$ cat src/rtl/sram_bank_ctrl.sv
// Bank-decoding controller for NUM_BANKS single-port SRAM macros behind one request port,
// with one aligned read-latency stage and a backpressurable response register.
module sram_bank_ctrl #(
  parameter  int NUM_BANKS      = 2,
  parameter  int WORDS_PER_BANK = 256,
  parameter  int DATA_W         = 32,
  parameter  int ADDR_W         = 9,
  localparam int IDX_W          = $clog2(WORDS_PER_BANK),
  localparam int MASK_W         = DATA_W / 8
) (
  input  logic                        wb_clk_i,
  input  logic                        wb_rst_i,
  input  logic                        req_valid,
  output logic                        req_ready,
  input  logic                        req_we,
  input  logic [MASK_W-1:0]           req_wmask,
  input  logic [ADDR_W-1:0]           req_addr,
  input  logic [DATA_W-1:0]           req_wdata,
  output logic                        rsp_valid,
  input  logic                        rsp_ready,
  output logic [DATA_W-1:0]           rsp_rdata,
  output logic                        rsp_err,
  output logic [NUM_BANKS-1:0]        sram_csb0,
  output logic                        sram_web0,
  output logic [MASK_W-1:0]           sram_wmask0,
  output logic [IDX_W-1:0]            sram_addr0,
  output logic [DATA_W-1:0]           sram_din0,
  input  logic [NUM_BANKS*DATA_W-1:0] sram_dout0,
  output logic [NUM_BANKS-1:0]        sram_csb1
);

  localparam int BANK_W = (NUM_BANKS > 1) ? $clog2(NUM_BANKS) : 1;

  // Handshakes: a transfer happens on a rising edge where valid && ready are both high;
  // a producer holds valid and its payload stable until that edge, ready may depend on valid.

  logic [ADDR_W-1:0] bank_full;
  logic              in_range;
  logic              fire;
  logic              advance;
  logic [DATA_W-1:0] rd_slice;

  logic              s1_valid_q, s1_valid_d;
  logic              s1_we_q,    s1_we_d;
  logic              s1_err_q,   s1_err_d;
  logic [BANK_W-1:0] s1_bank_q,  s1_bank_d;

  logic              rsp_valid_q, rsp_valid_d;
  logic              rsp_err_q,   rsp_err_d;
  logic [DATA_W-1:0] rsp_rdata_q, rsp_rdata_d;

  assign bank_full = req_addr >> IDX_W;
  assign in_range  = bank_full < ADDR_W'(NUM_BANKS);

  // S1 may only be refilled when it drains in the same cycle, which keeps macro dout stable.
  assign advance   = s1_valid_q && (!rsp_valid_q || rsp_ready);
  assign req_ready = !wb_rst_i && (!s1_valid_q || advance);
  assign fire      = req_valid && req_ready;

  assign sram_web0   = ~req_we;
  assign sram_wmask0 = req_wmask;
  assign sram_addr0  = req_addr[IDX_W-1:0];
  assign sram_din0   = req_wdata;
  assign sram_csb1   = '1;

  always_comb begin
    sram_csb0 = '1;
    for (int b = 0; b < NUM_BANKS; b++) begin
      if (fire && in_range && (bank_full == ADDR_W'(b))) begin
        sram_csb0[b] = 1'b0;
      end
    end
  end

  always_comb begin
    rd_slice = '0;
    for (int b = 0; b < NUM_BANKS; b++) begin
      if (s1_bank_q == BANK_W'(b)) begin
        rd_slice = sram_dout0[b*DATA_W +: DATA_W];
      end
    end
  end

  always_comb begin
    s1_valid_d  = s1_valid_q;
    s1_we_d     = s1_we_q;
    s1_err_d    = s1_err_q;
    s1_bank_d   = s1_bank_q;
    rsp_valid_d = rsp_valid_q;
    rsp_err_d   = rsp_err_q;
    rsp_rdata_d = rsp_rdata_q;

    if (fire) begin
      s1_valid_d = 1'b1;
      s1_we_d    = req_we;
      s1_err_d   = !in_range;
      s1_bank_d  = bank_full[BANK_W-1:0];
    end else if (advance) begin
      s1_valid_d = 1'b0;
    end

    if (advance) begin
      rsp_valid_d = 1'b1;
      rsp_err_d   = s1_err_q;
      rsp_rdata_d = (s1_we_q || s1_err_q) ? '0 : rd_slice;
    end else if (rsp_ready) begin
      rsp_valid_d = 1'b0;
    end
  end

  always_ff @(posedge wb_clk_i) begin
    if (wb_rst_i) begin
      s1_valid_q  <= 1'b0;
      s1_we_q     <= 1'b0;
      s1_err_q    <= 1'b0;
      s1_bank_q   <= '0;
      rsp_valid_q <= 1'b0;
      rsp_err_q   <= 1'b0;
      rsp_rdata_q <= '0;
    end else begin
      s1_valid_q  <= s1_valid_d;
      s1_we_q     <= s1_we_d;
      s1_err_q    <= s1_err_d;
      s1_bank_q   <= s1_bank_d;
      rsp_valid_q <= rsp_valid_d;
      rsp_err_q   <= rsp_err_d;
      rsp_rdata_q <= rsp_rdata_d;
    end
  end

  assign rsp_valid = rsp_valid_q;
  assign rsp_err   = rsp_err_q;
  assign rsp_rdata = rsp_rdata_q;

endmodule

$ cat config.mk
export PLATFORM = sky130hd
export DESIGN_NAME = sram_bank_ctrl
export DESIGN_NICKNAME = d
export VERILOG_FILES = /design/src/rtl/sram_bank_ctrl.sv
export SDC_FILE = /design/constraint.sdc
export NUM_CORES = 1
export LEC_CHECK = 0
export ABC_AREA = 1
export CAP_MARGIN = 10
export CORE_ASPECT_RATIO = 1.75
export CORE_MARGIN = 1.5
export CORE_UTILIZATION = 31
export CTS_CLUSTER_DIAMETER = 40
export DETAILED_ROUTE_END_ITERATION = 10
export PLACE_DENSITY = 0.88
export SLEW_MARGIN = 20
export SYNTH_ARGS = -nofsm -noshare
export SYNTH_HDL_FRONTEND = slang
export SYNTH_SLANG_ARGS = --single-unit
$ cat constraint.sdc
create_clock -name wb_clk_i -period 1.2 [get_ports wb_clk_i]
set_input_delay 0.18 -clock wb_clk_i [delete_from_list [all_inputs] [get_ports wb_clk_i]]
set_output_delay 0.18 -clock wb_clk_i [all_outputs]
set_load 0.01 [all_outputs]
# --- Word-level counts from Yosys, hierarchy flattened ---
# Cells that the tools add are included.
totals:
  reg_bits: 38
  in_bits: 114
  output_inout_bits: 84
  elab_cells: 33
classes:
  n_lt_le_gt_ge: 1
  muxes: 8
  bitwise: 1
  n_reduce_logical: 16
op_table:
  columns: ["op", "n"]
  rows:
  - ["two-way mux 32 bit", 2]
  - ["logical NOT 9 bit", 1]
  - ["logical AND 1 bit", 6]
  - ["two-way mux 1 bit", 6]
  - ["logical NOT 1 bit", 4]
  - ["nonzero test 2 bit", 2]
  - ["logical OR 1 bit", 3]
  - ["less-than comparator 1 x 2 -> 1 bit (second input constant)", 1]
  - ["NOT 1 bit", 1]

# --- Logic depth before layout (Yosys ltp) ---
# Gate-level depths: netlist of run 1.
depth:
  depth_word: 9
  depth_mapped: 7
  ltp_nobuf: 6

# --- Worst setup path before layout of run 1 ---
# OpenSTA, ideal clock, no wires.
synth_path:
  path_kind: "register -> output"
  start: "register rsp_valid_q (netlist: rsp_valid)"
  end: "output port sram_csb0[1]"
  arrival_ps: 869
  required_time_ps: 1020
  slack_ps: 151
  path_stages_with_launch: 5
  n_path_buf: 0
  cell_sequence: "dfxtp_1 > nand3_1 > nand2_1 > inv_1 > nand3_1"
synth_between:
  elab_chain_cells: 9
synth_rtl:
  columns: ["element", "line_no", "text"]
  rows:
  - ["start: declaration", "48", "logic rsp_valid_q, rsp_valid_d;"]
  - ["start signal: assignment", "125", "rsp_valid_q <= rsp_valid_d;"]
  - ["logical NOT 1 bit", "56", "assign advance = s1_valid_q && (!rsp_valid_q || rsp_ready);"]
  - ["logical OR 1 bit", "56", null]
  - ["logical AND 1 bit", "56", null]
  - ["logical OR 1 bit", "57", "assign req_ready = !wb_rst_i && (!s1_valid_q || advance);"]
  - ["logical AND 1 bit", "57", null]
  - ["via req_ready", "14", "output logic req_ready,"]
  - ["logical AND 1 bit", "58", "assign fire = req_valid && req_ready;"]
  - ["logical AND 1 bit (2 in a row)", "69", "if (fire && in_range && (bank_full == ADDR_W'(b))) begin"]
  - ["two-way mux 1 bit", "69", null]
  - ["end: declaration", "23", "output logic [NUM_BANKS-1:0] sram_csb0,"]
# The timed path passes the listed nets, and every way through them passes these cells.

# --- Final worst setup path of run 1 ---
layout_path:
  start: "register rsp_valid_q (netlist: rsp_valid)"
  end: "output port sram_csb0[1]"
layout_between:
  elab_chain_cells: 9
layout_rtl:
  columns: ["element", "line_no"]
  rows:
  - ["logical NOT 1 bit", "56"]
  - ["logical OR 1 bit", "56"]
  - ["logical AND 1 bit", "56"]
  - ["logical OR 1 bit", "57"]
  - ["logical AND 1 bit", "57"]
  - ["logical AND 1 bit", "58"]
  - ["logical AND 1 bit (2 in a row)", "69"]
  - ["two-way mux 1 bit", "69"]
# No other way between the ends.

==> results of run 1 <==
==> cell usage in the layout (no fill, tap or decap), types with 2 or more instances in the layout <==
cell type and n:
nand3_1 33, a21oi_2 4, buf_2 2, nand2_2 2, a21oi_1 30, buf_4 6, inv_2 3, clkinv_2 2
nand3_2 3, buf_12 5, clkdlybuf4s50_1 66, nand2_1 132, dfxtp_2 2, inv_1 5, conb_1 3, dlygate4sd2_1 35
dfxtp_1 34, clkbuf_16 5
==> cell type report <==
class | instances | area, um2
timing repair buffer | 117 | 1150
multi-input combinational | 211 | 943
clock buffer | 6 | 129
sequential | 36 | 723
tap | 84 | 105
fill | 707 | 3710
clock inverter | 1 | 5.00
inverter | 9 | 35.0
==> worst min path at each step <==
stage,end,slack [ns],depth (start not counted)
floorplan,s1_we_q,0.32,2
global placement,sram_din0[0],0.36,0
detailed placement,sram_din0[0],0.36,0
CTS,sram_din0[0],0.36,0
global route,s1_we_q,0.30,3
finish,s1_we_q,0.28,3
==> worst max-delay path: stages (launching register included) <==
cell	delay, ns
dfxtp_2	0.33
nand3_4	0.09
nand2_2	0.05
inv_2	0.06
nand3_2	0.06
buf_6	0.12
==> synthesized netlist by cell type (all sizes together) <==
cell type	instances	share of area, %
a21oi	35	9.1
dfxtp	36	33
buf	65	23
clkbuf	2	0.35
inv	8	1.4
conb	2	0.35
nor2	1	0.17
nand2	134	23
nand4	1	0.29
clkinv	1	0.23
nand3	37	8.8
==> cells by family (layout without fill, tap and decap cells) <==
| logic type | after synthesis | after routing | share of synthesized area, % |
|---|---|---|---|
| compound gates | 35 | 35 | 9.10 |
| buf+inv | 76 | 133 | 24.9 |
| flops | 36 | 36 | 33.2 |
| other cells | 2 | 3 | 0.346 |
| simple gates | 173 | 173 | 32.5 |
==> metrics by stage <==
step | setup TNS [ns] | std cells | power [mW] | hold WS (ns)
final | 0 | 464 | 3.13 | 0.278
after detailed placement | -10.53 | 457 | 1.99 | 0.360
after global routing | -0.170 | 464 | 3.29 | 0.299
after CTS | 0 | 464 | 3.19 | 0.360
after global placement | -9.98 | 457 | 1.98 | 0.360
after floorplan | 0 | 323 | 1.76 | 0.318
==> sequential cells by signal (all words and copies together), names as in the netlist <==
name,flops
rsp_rdata,32
rsp_valid,1
s1_we_q,1
s1_bank_q,1
s1_valid_q,1
==> routing by layer <==
layer  global-route usage [%]  vias up
met1                     13.7      957
li1                         -     1075
met2                     32.0       90
met3                     3.55       51
met5                        0        -
met4                     14.8        0
==> power breakdown <==
| part | leakage [nW] | switching, mW | total, mW | internal [mW] |
|---|---|---|---|---|
| clock network | 0.0667 | 0.447 | 1.20 | 0.753 |
| registers | 0.293 | 0.0235 | 1.27 | 1.24 |
| logic | 1.07 | 0.304 | 0.667 | 0.363 |
==> what timing repair did <==
action,in CTS,in global routing
setup endpoints to repair,38,11
pin swaps,2,1
resized for setup,56,6
==> out/metrics.yaml, run 1 <==
outcome: "complete, no violations"
ios: 198
cts-buffers-inserted: 5
r2r_setup_slack_ns: 0.05
ys_warn_count: 0
fin_area_um2: 3090
die-area_um2: 7540
critPathKind: "flip-flop to output port"
h-tree-depth: 2
clock-sinks: 36
drt_first_pass_iters: 4
die_y_um: 114
crit_end: "sram_csb0[1]"
layout-drive-gt1-share_pct: 10.0
wirelength_mm: 6.19
clkTransAtPathRegs_ns: 0.05
rows: 40
hold_viol_final: 0
grt_use_total_pct: 16.9
start_kind: "flip-flop"
layout.nets: 494
hold_buffers: 0
min_path_type: "input pin to flip-flop"
gp_congestion: 0.759
ys_types: 18
cap_violations: 0
grt_pass1_wl_mm: 9.55
yosysSeqAreaShare_pct: 33.2
synthCells: 322
die_w_um: 66.3
drv_slew: 0
met3_length_um: 395
setup_slack_ns: 0.0316
wl_per_cell_um: 13.3
ant_nets: 0
synth.avg_cell_area_um2: 6.75
worstSetupEndpointType: "output port"
final_util_pct: 45.4
area_growth_pct: 42.3
num_antenna_cells: 0
setup_viol: 0
cts_tree: "built"
cp_data_arrival_time_ns: 0.99
coreArea_um2: 6810
fin_crit_sh_pct: 97.4
timing.rr.start: "s1_valid_q"
insertion_delay_ns: 0.28
routed-wl-met2_mm: 3.40
rr_worst_depth: 6
dpl.hpwl_mm: 4.60
dpl_cell_area_um2: 2980
grt_max_degree: 35
via_count: 2173
cts_setup_buffers: 0
max_freq_ghz: 0.856
skew_ns: 0.00475
dp_worst_setup_slack_ns: -0.611
max-vdd-ir-drop_v: 0.000701
crit_fanout: 4
drcViolationCount: 0
p_leak_nw: 1.43
viasPerCell: 4.68
r2r_end: "rsp_rdata[27]"
startpoint: "rsp_valid"
required_ns: 1.02
antenna_found_initial: 0
p_per_area_nw_per_um2: 1010
met1_length_mm: 1.93
netlist_area_um2: 2170
overflow: 0
clockRootBuffer: "clkbuf_16"
initial_utilization_pct: 31.9
rsz0062_at_grt: "yes"
grt_pass1_vias: 2191
highest_layer: "met4"
drtIter0Drc: 80
hold_start: "req_valid"
synth-seq-cells: 36
cts_buffer_depth: 2
period_needed_ns: 1.17
io_buffers: 106
Note: power is estimated with default switching activity, not from simulation.
==> inputs of run 2 (changes only) <==
--- a/config.mk
+++ b/config.mk
@@ -7,13 +7,12 @@
 export LEC_CHECK = 0
 export ABC_AREA = 1
 export CAP_MARGIN = 10
-export CORE_ASPECT_RATIO = 1.75
-export CORE_MARGIN = 1.5
-export CORE_UTILIZATION = 31
+export CORE_AREA = 2 2 77 79
 export CTS_CLUSTER_DIAMETER = 40
 export DETAILED_ROUTE_END_ITERATION = 10
-export PLACE_DENSITY = 0.88
-export SLEW_MARGIN = 20
+export DIE_AREA = 0 0 79 81
+export DONT_BUFFER_PORTS = 1
+export PLACE_DENSITY = 0.6
 export SYNTH_ARGS = -nofsm -noshare
 export SYNTH_HDL_FRONTEND = slang
 export SYNTH_SLANG_ARGS = --single-unit
==> run 2 against run 1 <==
Compared with the run above: worst setup slack better by 0.022 ns; sequential power barely moved; flip-flop and latch count did not move; count of clock-buffer cells in the layout rose by 2; global-route usage down 2.0 points; combinational power shrank 44%; maximum frequency grew 1.9%; non-clock buffer count down 104; critical path depth is 1 lower; register-to-register slack better by 0.08 ns; routed wire length fell by 21%; clock skew decreased by 0.0030 ns; largest power group unchanged; highest routed layer unchanged.
==> out/metrics.yaml, run 2 (synthesis results as in run 1) <==
outcome: "complete, no violations"  # unchanged
layout_common_cells: "nand2_1 (132), nand3_1 (34), dfxtp_1 (34)"  # was nand2_1 (132), clkdlybuf4s50_1 (66), dlygate4sd2_1 (35)
internal_power_mw: 1.85  # was 2.36 mW
crit_fanout: 4  # unchanged
combPwrFrac_pct: 14.7  # was 21.3%
skew_ns: 0.00178  # was 0.00475 ns
period_needed_ns: 1.15  # was 1.17 ns
cpPeakStageDelay_ns: 0.39  # was 0.33 ns
crit_buf_inv: 1  # was 2
die_y_um: 81  # was 114 um
min_path_type: "input pin to flip-flop"  # unchanged
p_sw_share_pct: 27.3  # was 24.7%
drtIter0Drc: 85  # was 80
overflow: 0  # unchanged
grt_max_degree: 35  # unchanged
p_sw_mw: 0.696  # was 0.774 mW
layout.nets: 390  # was 494
final_util_pct: 36.5  # was 45.4%
wirelength_mm: 4.86  # was 6.19 mm
cpMostUsedCell: "nand3_4"
crit_chain: "nand3_4, nand2_4, inv_4, nand3_4"  # was nand3_4, nand2_2, inv_2, nand3_2, buf_6
timing.rr.start: "s1_valid_q"  # unchanged
max-vdd-ir-drop_v: 0.000720  # was 0.000701 V
dp_worst_setup_slack_ns: 0.0695  # was -0.611 ns
cts_tree: "built"  # unchanged
max_freq_ghz: 0.872  # was 0.856 GHz
drv_slew: 0  # unchanged
dpl.hpwl_mm: 3.49  # was 4.60 mm
cts-buffers-inserted: 5  # unchanged
cts_buffer_depth: 2  # unchanged
clock-sinks: 36  # unchanged
io_buffers: 0  # was 106
cp_data_arrival_time_ns: 0.97  # was 0.99 ns
wl_per_cell_um: 13.8  # was 13.3 um
totalNegativeSetupSlack_ns: 0  # unchanged
clkTransAtPathRegs_ns: 0.07  # was 0.05 ns
h-tree-depth: 2  # unchanged
ios: 198  # unchanged
largest_reg_flops: 32  # unchanged
grt_pass1_vias: 1540  # was 2191
gp_congestion: 0.692  # was 0.759
die-area_um2: 6400  # was 7540 um2
worstSetupEndpointType: "output port"  # unchanged
p_clk_share_pct: 34.7  # was 38.3%
viasPerCell: 4.93  # was 4.68
hold_path_end: "s1_we_q"  # unchanged
rr_worst_depth: 5  # was 6
die_w_um: 79  # was 66.3 um
ant_nets: 0  # unchanged
r2r_end: "rsp_rdata[5]"  # was rsp_rdata[27]
via_count: 1737  # was 2173
r2r_setup_slack_ns: 0.13  # was 0.05 ns
final_common_cell: "nand2_1"  # unchanged
initial_utilization_pct: 38.3  # was 31.9%
required_ns: 1.02  # about the same
cap_violations: 0  # unchanged
path_delay_family: "flip-flops"  # unchanged
grt_pass1_wl_mm: 7.50  # was 9.55 mm
p_leak_nw: 0.871  # was 1.43 nW
layout-drive-gt1-share_pct: 11.9  # was 10.0%
num_antenna_cells: 0  # unchanged
clockRootBuffer: "clkbuf_8"  # was clkbuf_16
rows: 28  # was 40
fin_crit_sh_pct: 95.5  # was 97.4%
hold_viol_final: 0  # unchanged
setup_slack_ns: 0.0535  # was 0.0316 ns
setup_viol: 0  # unchanged
critPathKind: "flip-flop to output port"  # unchanged
coreArea_um2: 5680  # was 6810 um2
p_per_area_nw_per_um2: 1230  # was 1010 nW/um2
fillCellCount: 618  # was 707
insertion_delay_ns: 0.28  # about the same
seq_power_share_pct: 50.6  # was 40.4%
min_path_cells: 2  # was 3
drcViolationCount: 0  # unchanged
area_growth_pct: -4.72  # was 42.3%
drt_first_pass_iters: 5  # was 4
cpMaxStageDelayCell: "dfxtp_4"  # was dfxtp_2
grt_use_total_pct: 14.9  # was 16.9%
antenna_found_initial: 0  # unchanged
start_kind: "flip-flop"  # unchanged
hold_start: "req_we"  # was req_valid
run 2: cell count changes in the layout (fill, tap and decap cells not counted), sizes merged:
cell / before / now
buf: 14 / 13
clkbuf: 7 / 8
clkdlybuf4s50: 66 / 0
clkinv: 2 / 1
dlygate4sd2: 35 / 0
dlymetal6s2s: 1 / 0
run 2: per-layer routing:
metal	share of wire [%]	wire length [um]	GRT usage [%]
met2	45	2190	23.6
met1	42	2060	17.9
met3	10	498	5.89
met4	2.4	116	6.72
met5	0	0	0
run 2: layout make-up:
type                            count  area [um2]  share of cell area [%]
Multi-Input combinational cell    211         947                    45.7
Clock buffer                        8        90.1                    4.35
Sequential cell                    36         726                    35.0
Inverter                            9        37.5                    1.81
Timing Repair Buffer               13         176                    8.52
Tap cell                           75        93.8                    4.53
run 2: worst max-delay path by stage:
stage,to,from,cells past startpoint,slack (ns)
floorplan,sram_csb0[1],rsp_valid,4,0.15
global placement,rsp_rdata[3],s1_valid_q,5,0.14
detailed placement,rsp_rdata[3],s1_valid_q,5,0.07
CTS,sram_csb0[1],rsp_valid,4,0.008
global route,sram_csb0[1],rsp_valid,4,-0.003
finish,sram_csb0[1],rsp_valid,4,0.05
run 2: power by group through the flow:
stage | Combinational, mW | Sequential (mW) | Clock, mW
final | 0.374 | 1.29 | 0.883
after global routing | 0.431 | 1.29 | 0.972
after CTS | 0.374 | 1.29 | 0.915
after detailed placement | 0.345 | 1.32 | 0
after global placement | 0.339 | 1.32 | 0
after floorplan | 0.450 | 1.31 | 0
run 2: through the flow:
| step | hold slack (ns) | area, um2 | power [mW] | instances |
|---|---|---|---|---|
| floorplan | 0.318 | 2180 | 1.76 | 323 |
| global placement | 0.247 | 1910 | 1.65 | 342 |
| detailed placement | 0.249 | 1910 | 1.66 | 342 |
| CTS | 0.0446 | 2030 | 2.58 | 351 |
| global route | 0.0641 | 2070 | 2.70 | 352 |
| finish | 0.0476 | 2070 | 2.55 | 352 |
run 2: repair_timing:
| action | CTS | global route |
|---|---|---|
| gates resized for setup | 6 | 6 |
| pin swaps | 0 | 1 |
| hold buffers | 1 | 0 |
| buffers inserted | 0 | 1 |
| setup endpoints to repair | 3 | 1 |
| endpoints found under the hold margin | 34 | 0 |
==> inputs of run 3 (changes only) <==
--- a/config.mk
+++ b/config.mk
@@ -8,6 +8,7 @@
 export ABC_AREA = 1
 export CAP_MARGIN = 10
 export CORE_AREA = 2 2 77 79
+export CTS_BUF_LIST = sky130_fd_sc_hd__clkbuf_8
 export CTS_CLUSTER_DIAMETER = 40
 export DETAILED_ROUTE_END_ITERATION = 10
 export DIE_AREA = 0 0 79 81
==> run 3 against run 2 <==
Compared with the run above: clock skew hardly changed; cell area stayed put; die area stayed put.
==> out/metrics.yaml, run 3 (synthesis results as in run 1) <==
outcome: "complete, no violations"  # unchanged
dp_cells: 342  # unchanged
grt_pass1_wl_mm: 7.50  # unchanged
via_count: 1739  # was 1737
cpPeakStageDelay_ns: 0.39  # about the same
max-vdd-ir-drop_v: 0.000720  # about the same
final_util_pct: 36.5  # unchanged
cts-buffers-inserted: 5  # unchanged
gp_congestion: 0.692  # unchanged
grt_pass1_vias: 1540  # unchanged
p_leak_nw: 0.879  # was 0.871 nW
p_per_area_nw_per_um2: 1220  # was 1230 nW/um2
grt_use_total_pct: 14.9  # unchanged
drt_first_pass_iters: 5  # unchanged
die_y_um: 81  # unchanged
worstSetupEndpointType: "output port"  # unchanged
wl_per_cell_um: 13.8  # about the same
combPwrFrac_pct: 14.8  # was 14.7%
grt_max_degree: 35  # unchanged
h-tree-depth: 2  # unchanged
cpMaxStageDelayCell: "dfxtp_4"  # unchanged
cp_data_arrival_time_ns: 0.97  # about the same
dpl_cell_area_um2: 1910  # unchanged
final_common_cell: "nand2_1"  # unchanged
crit_chain: "nand3_4, nand2_4, inv_4, nand3_4"  # unchanged
antenna_found_initial: 0  # unchanged
io_buffers: 0  # unchanged
min_path_type: "input pin to flip-flop"  # unchanged
p_sw_share_pct: 27.5  # was 27.3%
largest_reg_flops: 32  # unchanged
initial_utilization_pct: 38.3  # unchanged
cts_tree: "built"  # unchanged
die_w_um: 79  # unchanged
max_freq_ghz: 0.872  # about the same
p_clk_share_pct: 34.3  # was 34.7%
seq_power_share_pct: 50.9  # was 50.6%
ant_nets: 0  # unchanged
cap_violations: 0  # unchanged
clkTransAtPathRegs_ns: 0.07  # about the same
drcViolationCount: 0  # unchanged
cpMostUsedCell: "nand3_4"  # unchanged
wirelength_mm: 4.87  # was 4.86 mm
setup_viol: 0  # unchanged
clockRootBuffer: "clkbuf_8"  # unchanged
final_cells: 352  # unchanged
internal_power_mw: 1.83  # was 1.85 mW
drv_slew: 0  # unchanged
critPathKind: "flip-flop to output port"  # unchanged
fin_area_um2: 2070  # unchanged
period_needed_ns: 1.15  # about the same
cts_buffer_depth: 2  # unchanged
overflow: 0  # unchanged
drtIter0Drc: 85  # unchanged
layout.nets: 390  # unchanged
skew_ns: 0.00139  # was 0.00178 ns
rows: 28  # unchanged
clock-sinks: 36  # unchanged
area_growth_pct: -4.72  # unchanged
p_sw_mw: 0.696  # about the same
viasPerCell: 4.94  # was 4.93
layout-drive-gt1-share_pct: 11.9  # unchanged
fin_hold_ws_ns: 0.0476  # about the same
start_kind: "flip-flop"  # unchanged
layout_common_cells: "nand2_1 (132), nand3_1 (34), dfxtp_1 (34)"  # unchanged
crit_fanout: 4  # unchanged
num_antenna_cells: 0  # unchanged
dpl.hpwl_mm: 3.49  # unchanged
fin_crit_sh_pct: 95.6  # was 95.5%
required_ns: 1.02  # about the same
ios: 198  # unchanged
insertion_delay_ns: 0.28  # about the same
hold_viol_final: 0  # unchanged
die-area_um2: 6400  # unchanged
coreArea_um2: 5680  # unchanged
[run 3: cell types whose count changed in the layout (fill, tap and decap cells not counted), sizes merged]
cell and delta:
clkbuf -2, inv +2
[run 3: final cells by class]
| type | instances | area (um2) |
|---|---|---|
| fill | 618 | 3600 |
| clock inverter | 2 | 7.51 |
| inverter | 9 | 37.5 |
| timing repair buffer | 13 | 176 |
| tap | 75 | 93.8 |
| multi-input combinational | 211 | 947 |
| clock buffer | 6 | 82.6 |
| sequential | 36 | 726 |
[run 3: worst max-delay path, delay by kind of cell, from the launching register on]
family                 cells  cell delay (ns)
and+or+nand+nor            3             0.25
DFF                        1             0.39
buffers and inverters      1             0.05
[run 3: path summary, 6_finish.rpt]
check                           slack [ns]  cells after the start            to  startpoint
worst min-delay path                  0.05                      2       s1_we_q      req_we
worst min register to register        0.47                      2       s1_we_q     s1_we_q
worst max-delay path                  0.05                      4  sram_csb0[1]   rsp_valid
worst max register to register        0.14                      5  rsp_rdata[5]  s1_valid_q
[run 3: stage by stage]
step / worst slack [ns] / TNS (ns) / total power [mW]
CTS: 0.00843 / 0 / 2.56
detailed placement: 0.0695 / 0 / 1.66
global placement: 0.141 / 0 / 1.65
global route: -0.00330 / -0.00330 / 2.68
finish: 0.0526 / 0 / 2.53
floorplan: 0.151 / 0 / 1.76
[run 3: repair_timing]
item | in CTS | in global routing
pin swaps | 0 | 1
hold endpoints to repair | 34 | 0
hold buffers | 1 | 0
endpoints found under the setup margin | 3 | 1
buffers inserted | 0 | 1
gates resized for setup | 6 | 6
[run 3: layer usage]
metal / global-route usage [%] / routed length, um / vias up
met2: 23.6 / 2190 / 99
met3: 5.89 / 499 / 14
li1: - / - / 873
met1: 17.9 / 2070 / 753
met4: 6.72 / 116 / 0
met5: 0 / 0 / -
[run 3: power groups by stage]
stage               registers [mW]  clock network, mW  logic (mW)
floorplan                     1.31                  0       0.450
global placement              1.32                  0       0.339
detailed placement            1.32                  0       0.345
CTS                           1.29              0.899       0.374
global route                  1.29              0.956       0.431
finish                        1.29              0.866       0.374
